`src/rtl/mux_scan_controller.sv`:
```
`default_nettype none
// ============================================================================
//  Module      : mux_scan_controller
//  Description : Scans enabled inputs of a 1-bit 4:1 mux via s1/s0 and returns
//                one sampled bit per channel as a 4-bit word over valid/ready.
//  Revision    : 1.0 - initial release
// ============================================================================
module mux_scan_controller #(
    parameter int DWELL = 2,
    parameter int CNT_W = 4
) (
    input  logic       clk,
    input  logic       rst_n,
    input  logic       start,
    input  logic       continuous,
    input  logic [3:0] chan_mask,
    input  logic       mux_out,
    output logic       s0,
    output logic       s1,
    output logic [3:0] sample_word,
    output logic       valid,
    input  logic       ready,
    output logic       busy
);

    typedef enum logic [1:0] {
        ST_IDLE   = 2'd0,
        ST_SETTLE = 2'd1,
        ST_HOLD   = 2'd2
    } state_t;

    localparam logic [CNT_W-1:0] C_DWELL_LAST = CNT_W'(DWELL - 1);

    state_t           state_q, state_d;
    logic [CNT_W-1:0] cnt_q,   cnt_d;
    logic [1:0]       chan_q,  chan_d;
    logic [3:0]       mask_q,  mask_d;
    logic [3:0]       word_q,  word_d;
    logic             valid_q, valid_d;

    logic             nxt_found;
    logic [1:0]       nxt_idx;

    function automatic logic [1:0] lowest_chan(input logic [3:0] m);
        lowest_chan = 2'd0;
        for (int i = 3; i >= 0; i--) begin
            if (m[i]) lowest_chan = 2'(i);
        end
    endfunction

    // Returns {found, index} of the smallest enabled channel above cur.
    function automatic logic [2:0] next_chan(input logic [3:0] m, input logic [1:0] cur);
        next_chan = 3'b000;
        for (int i = 3; i >= 0; i--) begin
            if (m[i] && (i > int'(cur))) next_chan = {1'b1, 2'(i)};
        end
    endfunction

    assign {nxt_found, nxt_idx} = next_chan(mask_q, chan_q);

    always_ff @(posedge clk) begin
        if (!rst_n) begin
            state_q <= ST_IDLE;
            cnt_q   <= '0;
            chan_q  <= 2'd0;
            mask_q  <= 4'd0;
            word_q  <= 4'd0;
            valid_q <= 1'b0;
        end else begin
            state_q <= state_d;
            cnt_q   <= cnt_d;
            chan_q  <= chan_d;
            mask_q  <= mask_d;
            word_q  <= word_d;
            valid_q <= valid_d;
        end
    end

    always_comb begin
        state_d = state_q;
        cnt_d   = cnt_q;
        chan_d  = chan_q;
        mask_d  = mask_q;
        word_d  = word_q;
        valid_d = valid_q;

        case (state_q)
            ST_IDLE: begin
                valid_d = 1'b0;
                if (start && (chan_mask != 4'd0)) begin
                    mask_d  = chan_mask;
                    word_d  = 4'd0;
                    chan_d  = lowest_chan(chan_mask);
                    cnt_d   = '0;
                    state_d = ST_SETTLE;
                end
            end

            ST_SETTLE: begin
                if (cnt_q == C_DWELL_LAST) begin
                    word_d[chan_q] = mux_out;
                    cnt_d          = '0;
                    // Last channel keeps its select so the mux input stays put in HOLD.
                    if (nxt_found) begin
                        chan_d = nxt_idx;
                    end else begin
                        state_d = ST_HOLD;
                        valid_d = 1'b1;
                    end
                end else begin
                    cnt_d = cnt_q + 1'b1;
                end
            end

            ST_HOLD: begin
                if (valid_q && ready) begin
                    valid_d = 1'b0;
                    if (continuous) begin
                        word_d  = 4'd0;
                        chan_d  = lowest_chan(mask_q);
                        cnt_d   = '0;
                        state_d = ST_SETTLE;
                    end else begin
                        state_d = ST_IDLE;
                    end
                end
            end

            default: begin
                state_d = ST_IDLE;
                valid_d = 1'b0;
            end
        endcase
    end

    assign {s1, s0}    = (state_q == ST_IDLE) ? 2'b00 : chan_q;
    assign sample_word = word_q;
    assign valid       = valid_q;
    assign busy        = (state_q != ST_IDLE);

endmodule
`default_nettype wire

```
`config.mk`:
```
export PLATFORM = sky130hd
export DESIGN_NAME = mux_scan_controller
export DESIGN_NICKNAME = d
export VERILOG_FILES = /design/src/rtl/mux_scan_controller.sv
export SDC_FILE = /design/constraint.sdc
export NUM_CORES = 1
export LEC_CHECK = 0
export BUFFER_PORTS_ARGS = -buffer_cell sky130_fd_sc_hd__buf_2
export CORE_ASPECT_RATIO = 0.8
export CORE_MARGIN = 1
export CORE_UTILIZATION = 49
export CTS_CLUSTER_SIZE = 8
export DETAILED_ROUTE_END_ITERATION = 8
export PLACE_DENSITY = 0.82
export SYNTH_ARGS = -nofsm -noshare
export SYNTH_HDL_FRONTEND = slang
export SYNTH_SLANG_ARGS = --single-unit
```
`constraint.sdc`:
```
create_clock -name clk -period 1.97 [get_ports clk]
set_clock_uncertainty 0.1 [all_clocks]
set_input_delay 0.197 -clock clk [delete_from_list [all_inputs] [get_ports clk]]
set_output_delay 0.197 -clock clk [all_outputs]
set_load 0.1 [all_outputs]
```
==> impl_metrics.toml, run 1 <==
[synth]
syn_avg_cell_area_um2 = 8.39
yosysUniqueCellTypes = 37
syn_area_um2 = 1070
yosysSeqAreaShare_pct = 31.9
synth.net_count = 143
synth_edf_count = 0
synth_seq_cells = 17
synth_top_flop_cell = "dfxtp_1"
async_reset_ff_share_pct = 0
synthCells = 127
ys_warn_count = 0

[setup_path]
crit_fanout = 5
cp.arrival_ns = 2.18
cp-start-kind = "flop"
ff2ff_path_depth = 8
criticalPathCategory = "reg -> reg"
ff2ff_setup_slack_ns = -0.08
required_ns = 2.10
r2r_end = "sample_word[3]"
endpoint_kind = "flop"
rr_startpoint = "state_q[1]"

[power]
vdd_ir_drop_max_v = 0.00112
cellLeakagePower_nw = 0.604
power_density_nw_per_um2 = 1310
total_power_mw = 1.87

[routing]
ant_nets = 0
vias = 1040
drt_iter0_drc = 30
wirelength_um = 2720
avgViaCountPerCell = 5.62
route.detailed.drc = 0
dr.pass1.iters = 4
routedWlPerCell_um = 14.7

[cells_and_area]
n_antenna_cell = 0
syn2layout_area_growth_pct = 33.7
nFillCells = 137
nNetsFinal = 178
final_layout_size_suffix_gt1_share_pct = 39.1
final_core_util_pct = 72.6

[flow_run]
cap_violations = 0

[global_route]
track_usage_pct = 24.8
antenna_found_initial = 0
grt-ovfl-total = 0
grt_max_degree = 22
grt_pass1_vias = 938
grt_first_pass_wirelength_um = 4130

[timing]
relSlewSlack_pct = 67.8
hold_viol = 0
worst_pin_slew_ns = 0.487
worst_slack_ns = -0.0791
setup_viol = 5
tns_ns = -0.263
rsz0062_at_grt = "true"
fmax_mhz = 488
min_period_ns = 2.05
layout_worst_path_cycle_share_pct = 104
slew_violations = 0

[clocking]
cts_root_buf = "clkbuf_4"
clockBufferDepth = 2
cts_max_level = 1
cts_tree = "done"
holdBufCountCts = 0
numCtsBuffers = 3
clkLatencyLatePin_ns = 0.29
worst_setup_hold_path_clk_slew_ns = 0.10
cts.sinks = 17

[status]
violations = "setup timing"
outcome = "finished, violations left"

[floorplanning]
core_um2 = 1960
rows = 14
start_util_pct = 54.3
io_pins = 18
fp.dieW_um = 54.2
die_h_um = 43.7
die_area_um2 = 2370

[placed_design]
routabilityCongestion = 0.871
io_buffers = 17
dp_hpwl_um = 1890

[hold_path]
min_delay_path_depth = 3
worstHoldStart = "mux_out"
hold_path_end = "sample_word[2]"
hold_class = "in -> reg"
==> cell type report <==
class	instances	area, um2	share of cell area, %
inverter	11	43.8	3.07
multi-input combinational	95	752	52.8
sequential	17	347	24.3
tap	24	30.0	2.11
timing repair buffer	34	226	15.9
clock buffer	4	26.3	1.84
==> state kept, by name, summed over array words and instances, names as in the netlist <==
signal / flops
cnt_q: 4
mask_q: 4
sample_word: 4
chan_q: 2
state_q: 2
valid: 1
==> where the power goes <==
group / internal [mW] / total (mW) / switching, mW / leakage, nW
Combinational: 0.520 / 1.19 / 0.670 / 0.449
Clock: 0.0788 / 0.190 / 0.111 / 0.0150
Sequential: 0.408 / 0.486 / 0.0784 / 0.140
Total: 1.01 / 1.87 / 0.860 / 0.604
==> Yosys cell counts (2+ instances only) <==
library cell / number / share of area [%]
o31ai_1: 2 / 1.4
mux2i_1: 8 / 7.5
nor2b_1: 8 / 4.7
inv_1: 11 / 3.9
o2111ai_1: 2 / 1.6
or4_1: 3 / 2.1
a21oi_1: 13 / 6.1
clkbuf_1: 4 / 1.4
o211ai_1: 2 / 1.4
nor2_1: 7 / 2.5
nand2b_1: 4 / 2.3
nand2_1: 12 / 4.2
o21ai_0: 5 / 2.3
dfxtp_1: 17 / 32
ha_1: 6 / 7.0
or3_1: 2 / 1.2
==> layer usage <==
metal	vias up	part of all wire (%)	global-route usage [%]
met1	471	44	31.9
met3	6	7.3	9.12
met2	49	47	38.8
met4	0	1.4	6.15
li1	514	-	-
met5	-	0	0
==> worst max-delay path, cell delays in order, from the launching register on <==
cell and delay, ns:
dfxtp_4 0.40, inv_4 0.04, ha_4 0.15, buf_6 0.12, a311oi_4 0.39, nand3_2 0.18
buf_6 0.17, or3_4 0.32, a21oi_2 0.11
==> logic make-up (layout without fill, tap and decap cells) <==
logic type | after synthesis | count (layout) | share of synthesized area, %
compound gates | 33 | 33 | 22.3
fa+ha+maj | 6 | 6 | 7.04
flops | 17 | 17 | 31.9
xor+xnor | 1 | 1 | 0.822
buf+inv | 15 | 49 | 5.28
simple gates | 47 | 47 | 25.1
mux | 8 | 8 | 7.51
==> cells in the final DEF (no fill, tap or decap), drive strengths merged, types with 3 or more instances in the layout <==
cell type,synthesis,final
a21boi,3,3
a21oi,13,13
buf,0,33
clkbuf,4,5
dfxtp,17,17
ha,6,6
inv,11,11
mux2i,8,8
nand2,13,13
nand2b,4,4
nor2,7,7
nor2b,9,9
o21ai,6,6
or4,3,3
==> stage by stage <==
| stage | cell area [um2] | worst slack, ns | instances | hold WS [ns] |
|---|---|---|---|---|
| after detailed placement | 1250 | -0.0347 | 174 | 0.366 |
| after CTS | 1310 | -0.0421 | 181 | 0.0669 |
| after global placement | 1250 | 0.0777 | 174 | 0.346 |
| after floorplan | 1070 | -0.0423 | 127 | 0.241 |
| final | 1430 | -0.0791 | 185 | 0.0660 |
| after global routing | 1430 | -0.165 | 185 | 0.0684 |
==> timing repair <==
item / CTS / global route
buffers inserted: 3 / 4
pin swaps: 5 / 4
resized for setup: 5 / 21
endpoints found under the setup margin: 4 / 8
hold endpoints to repair: 0 / 0
cloned: 0 / 0
==> worst max path at each step <==
stage | start | endpoint | slack, ns | cells past startpoint
global placement | state_q[1] | cnt_q[1] | 0.08 | 8
detailed placement | state_q[1] | sample_word[0] | -0.03 | 7
global route | state_q[1] | sample_word[3] | -0.17 | 8
finish | state_q[1] | sample_word[3] | -0.08 | 8
CTS | state_q[0] | sample_word[0] | -0.04 | 7
floorplan | state_q[0] | cnt_q[3] | -0.04 | 7
Power figures use the tool's default switching activity.
==> run 2, diff against run 1 <==
--- a/config.mk
+++ b/config.mk
@@ -5,8 +5,8 @@
 export SDC_FILE = /design/constraint.sdc
 export NUM_CORES = 1
 export LEC_CHECK = 0
-export BUFFER_PORTS_ARGS = -buffer_cell sky130_fd_sc_hd__buf_2
-export CORE_ASPECT_RATIO = 0.8
+export BUFFER_PORTS_ARGS = -buffer_cell sky130_fd_sc_hd__buf_4
+export CORE_ASPECT_RATIO = 1.1
 export CORE_MARGIN = 1
 export CORE_UTILIZATION = 49
 export CTS_CLUSTER_SIZE = 8
==> run 2 against run 1 <==
Net effect:
- the run now ends clean
- final cell count is 2.7% higher
- register-to-register slack better by 0.08 ns
- worst hold slack worse by 0.026 ns
- combinational power is 4% lower
- cell area is 1.2% lower
- wire length is 7.9% lower
- non-clock buffer count is 1 higher
- flip-flop and latch count stayed put
- first-iteration DRC count is 70% lower
- global-route usage is 1.1 points lower
- largest power group unchanged
==> impl_metrics.toml, run 2 (synthesized netlist as in run 1, its figures left out) <==
[power]
power_switching_mw = 0.809
p_comb_share_pct = 63.2
cellLeakagePower_nw = 0.611
pwr-share-seq_pct = 26.0
power_switching_share_pct = 45.0
p_int_mw = 0.988
power_density_nw_per_um2 = 1280
p_clk_share_pct = 10.8
vdd_ir_drop_max_v = 0.000913

[setup_path]
slowest_stage = "dfxtp_2"
cpPeakStageDelay_ns = 0.37
worst-path-buf-inv = 2
cp-start-kind = "flop"
cpLargestDelayFamily = "simple AND/OR/NAND/NOR gates"
crit_cells = 8
cp_cell_sequence = "inv_2, ha_4, nor2b_4, a311oi_4, nand2_2, buf_6, or3_1, a21boi_1"
required_ns = 2.10
cp.arrival_ns = 2.10
ff2ff_path_depth = 8
criticalPathCategory = "reg -> reg"
endpoint_kind = "flop"
crit_fanout = 7

[global_route]
grt_max_degree = 22
antenna_found_initial = 0
grt_pass1_vias = 971
grt-ovfl-total = 0
globalRouteMet1Util_pct = 26.4
met3_usage_pct = 2.83
met2_usage_pct = 43.8
grt_first_pass_wirelength_um = 4060
track_usage_pct = 23.7
top_usage_layer = "met2"

[routing]
drt_iter0_drc = 9
route.detailed.drc = 0
routedWlPerCell_um = 13.2
wirelength_um = 2500
dr.pass1.iters = 4
ant_nets = 0
vias = 1028
avgViaCountPerCell = 5.41

[floorplanning]
die_h_um = 50.9
core_um2 = 2020
start_util_pct = 52.8
fp.dieW_um = 46.5
rows = 17
io_pins = 18
die_area_um2 = 2370

[timing]
rsz0062_at_grt = "true"
fmax_mhz = 508
worst_pin_slew_ns = 0.410
layout_worst_path_cycle_share_pct = 99.8
slew_violations = 0
worst_slack_ns = 0.00328
setup_viol = 0
min_period_ns = 1.97
relSlewSlack_pct = 72.4
hold_viol = 0

[cells_and_area]
final_core_util_pct = 69.7
final_layout_size_suffix_gt1_share_pct = 34.0
seqCellArea_um2 = 344
multiInputGateArea_um2 = 693
nFillCells = 166
final_common_cell = "buf_4"
nNetsFinal = 179
fin_cells = 190
syn2layout_area_growth_pct = 32.0
n_antenna_cell = 0
layout_common_cells = "buf_4 (34), dfxtp_1 (14), nand2_1 (12), a21oi_1 (12), inv_1 (9)"

[clocking]
worst_setup_hold_path_clk_slew_ns = 0.11
cts_max_level = 1
clockBufferDepth = 2
numCtsBuffers = 3
cts_root_buf = "clkbuf_4"
clkLatencyLatePin_ns = 0.30
cts.sinks = 17
cts_tree = "done"
holdBufCountCts = 0

[hold_path]
min_delay_path_depth = 3
hold_class = "in -> reg"

[status]
outcome = "complete, no violations"

[placed_design]
io_buffers = 17
dp_worst_setup_slack_ns = -0.0309
routabilityCongestion = 0.794
dp_cells = 180
dp_hpwl_um = 1880

[flow_run]
cap_violations = 0
## run 2: cell count changes in the layout (fill, tap and decap cells not counted), sizes merged
cell    change
buf         +2
clkbuf      -2
clkinv      +1
## run 2: per-layer routing
metal	routed length (um)	vias up
met1	1040	494
met4	32	0
met2	1380	16
met3	53	2
li1	-	516
met5	0	-
## run 2: timing repair
action / in CTS / in global routing
endpoints found under the setup margin: 4 / 9
resized for setup: 4 / 4
pin swaps: 2 / 5
hold endpoints to repair: 0 / 0
buffers inserted: 3 / 3
## run 2: stage by stage
step	setup TNS, ns	area, um2	power (mW)	hold WS [ns]
2_1_floorplan	-0.0423	1070	1.16	0.241
3_3_place_gp	0	1310	1.44	0.341
3_5_place_dp	-0.0309	1310	1.48	0.348
4_1_cts	0	1370	1.72	0.0392
5_1_grt	-0.0996	1410	1.91	0.0675
6_report	0	1410	1.80	0.0395
## run 2: worst reg2reg max path, delay by kind of cell (launching register included)
family                     cells  cell delay (ns)
AOI/OAI and AO/OA              2             0.47
adders and majority gates      1             0.15
buffers and inverters          2             0.20
DFF                            1             0.37
and+or+nand+nor                3             0.61
## run 2: final cells by class
| class | instances | share of cell area (%) |
|---|---|---|
| Multi-Input combinational cell | 95 | 49.2 |
| Clock inverter | 1 | 0.356 |
| Tap cell | 28 | 2.49 |
| Timing Repair Buffer | 35 | 18.9 |
| Inverter | 11 | 2.93 |
| Sequential cell | 17 | 24.4 |
| Clock buffer | 3 | 1.60 |
## run 2: final timing paths
kind	from	to	slack [ns]
worst max-delay path	state_q[1]	cnt_q[1]	0.003
worst min-delay path	mux_out	sample_word[2]	0.04
worst min register to register	sample_word[1]	sample_word[1]	0.39
worst max register to register	state_q[1]	cnt_q[1]	0.003
## run 2: power by group through the flow
stage | Combinational [mW] | Sequential (mW) | Clock (mW)
final | 1.14 | 0.468 | 0.194
after global routing | 1.22 | 0.476 | 0.216
after CTS | 1.05 | 0.465 | 0.196
after detailed placement | 1.01 | 0.469 | 0
after global placement | 0.979 | 0.465 | 0
after floorplan | 0.638 | 0.525 | 0
==> run 3, diff against run 2 <==
--- a/config.mk
+++ b/config.mk
@@ -11,6 +11,7 @@
 export CORE_UTILIZATION = 49
 export CTS_CLUSTER_SIZE = 8
 export DETAILED_ROUTE_END_ITERATION = 8
+export HOLD_SLACK_MARGIN = 0.15
 export PLACE_DENSITY = 0.82
 export SYNTH_ARGS = -nofsm -noshare
 export SYNTH_HDL_FRONTEND = slang
==> run 3 against run 2 <==
Net effect:
- die area stayed put
- setup slack worse by 0.0021 ns
- utilization increased by 3.0 points
- via count rose by 3.8%
- critical path depth unchanged
- final cell count rose by 3.2%
- global-route usage rose by 1.1 points
- largest cell class unchanged
- highest routed layer unchanged
==> impl_metrics.toml, run 3 (synthesized netlist as in run 1, its figures left out) <==
[routing]
drt_iter0_drc = 10
dr.pass1.iters = 4
vias = 1067
wirelength_um = 2660
ant_nets = 0
routedWlPerCell_um = 13.6
avgViaCountPerCell = 5.44
route.detailed.drc = 0

[cells_and_area]
n_antenna_cell = 0
layout_common_cells = "buf_4 (34), dfxtp_1 (14), nand2_1 (12), a21oi_1 (12), inv_1 (9)"
nNetsFinal = 185
nFillCells = 149
syn2layout_area_growth_pct = 37.7
final_layout_size_suffix_gt1_share_pct = 32.7
final_core_util_pct = 72.6
final_common_cell = "buf_4"

[placed_design]
routabilityCongestion = 0.794
dp_worst_setup_slack_ns = -0.0309
dp_hpwl_um = 1880
io_buffers = 17

[timing]
relSlewSlack_pct = 72.2
rsz0062_at_grt = "true"
worst_slack_ns = 0.00115
fin_hold_ws_ns = 0.239
min_period_ns = 1.97
fmax_mhz = 508
setup_viol = 0
layout_worst_path_cycle_share_pct = 99.9
slew_violations = 0
worst_pin_slew_ns = 0.413
hold_viol = 0

[flow_run]
cap_violations = 0

[floorplanning]
core_um2 = 2020
fp.dieW_um = 46.5
die_h_um = 50.9
die_area_um2 = 2370
rows = 17
io_pins = 18
start_util_pct = 52.8

[power]
power_switching_share_pct = 45.2
p_clk_share_pct = 10.7
pwr-share-seq_pct = 25.7
cellLeakagePower_nw = 0.636
vdd_ir_drop_max_v = 0.000896
total_power_mw = 1.82
power_density_nw_per_um2 = 1240
power_switching_mw = 0.823
p_comb_share_pct = 63.6
p_int_mw = 0.996

[global_route]
antenna_found_initial = 0
grt_first_pass_wirelength_um = 4230
grt_pass1_vias = 1006
track_usage_pct = 24.7
grt_max_degree = 22
grt-ovfl-total = 0

[setup_path]
ff2ff_path_depth = 8
crit_fanout = 7
r2r_end = "cnt_q[1]"
cp.arrival_ns = 2.10
ff2ff_setup_slack_ns = 0.001
rr_startpoint = "state_q[1]"
crit_start = "state_q[1]"
critPathCapture = "cnt_q[1]"
criticalPathCategory = "reg -> reg"
required_ns = 2.10
endpoint_kind = "flop"
cp-start-kind = "flop"

[clocking]
cts_max_level = 1
clkLatencyLatePin_ns = 0.30
cts.sinks = 17
worst_setup_hold_path_clk_slew_ns = 0.11
cts_tree = "done"
cts_root_buf = "clkbuf_4"
numCtsBuffers = 3
clockBufferDepth = 2

[status]
outcome = "complete, no violations"

[hold_path]
hold_class = "in -> reg"
run 3: worst min-delay path by stage:
| stage | from | endpoint | cells after the start |
|---|---|---|---|
| 2_1_floorplan | mux_out | sample_word[2] | 2 |
| 3_3_place_gp | mux_out | sample_word[2] | 3 |
| 3_5_place_dp | mux_out | sample_word[2] | 3 |
| 4_1_cts | ready | valid | 4 |
| 5_1_grt | ready | valid | 4 |
| 6_report | ready | valid | 4 |
run 3: power groups by stage:
stage,Sequential (mW),Clock [mW],Combinational [mW]
after detailed placement,0.469,0,1.01
final,0.468,0.194,1.16
after CTS,0.465,0.196,1.06
after global placement,0.465,0,0.979
after floorplan,0.525,0,0.638
after global routing,0.476,0.217,1.24
run 3: routing by layer:
layer | wire length, um | vias up | GRT usage, %
met5 | 0 | - | 0
met4 | 82 | 0 | 10.3
met3 | 48 | 8 | 2.47
met2 | 1420 | 19 | 44.9
met1 | 1100 | 513 | 27.7
li1 | - | 527 | -
run 3: final cells by class:
| cell class | instances | area (um2) | share of cell area, % |
|---|---|---|---|
| sequential | 17 | 344 | 23.4 |
| multi-input combinational | 95 | 693 | 47.2 |
| inverter | 11 | 41.3 | 2.81 |
| clock buffer | 3 | 22.5 | 1.53 |
| timing repair buffer | 41 | 327 | 22.3 |
| tap | 28 | 35.0 | 2.39 |
| clock inverter | 1 | 5.00 | 0.341 |
run 3: critical path, stage by stage (launching register included):
cell and delay [ns]:
dfxtp_2 0.37, inv_2 0.06, ha_4 0.15, nor2b_4 0.13
a311oi_4 0.33, nand2_2 0.11, buf_6 0.14, or3_1 0.37
a21boi_1 0.14
run 3: through the flow:
stage / area [um2] / TNS, ns / instances
after global routing: 1470 / -0.0865 / 196
final: 1470 / 0 / 196
after floorplan: 1070 / -0.0423 / 127
after global placement: 1310 / 0 / 180
after CTS: 1430 / 0 / 193
after detailed placement: 1310 / -0.0309 / 180
run 3: timing repair:
action                                 4_1_cts  5_1_grt
setup buffers                                3        3
pin swaps                                    2        5
setup endpoints to repair                    4        9
hold buffers                                 6        0
gates resized for setup                      4        4
endpoints found under the hold margin        8        0
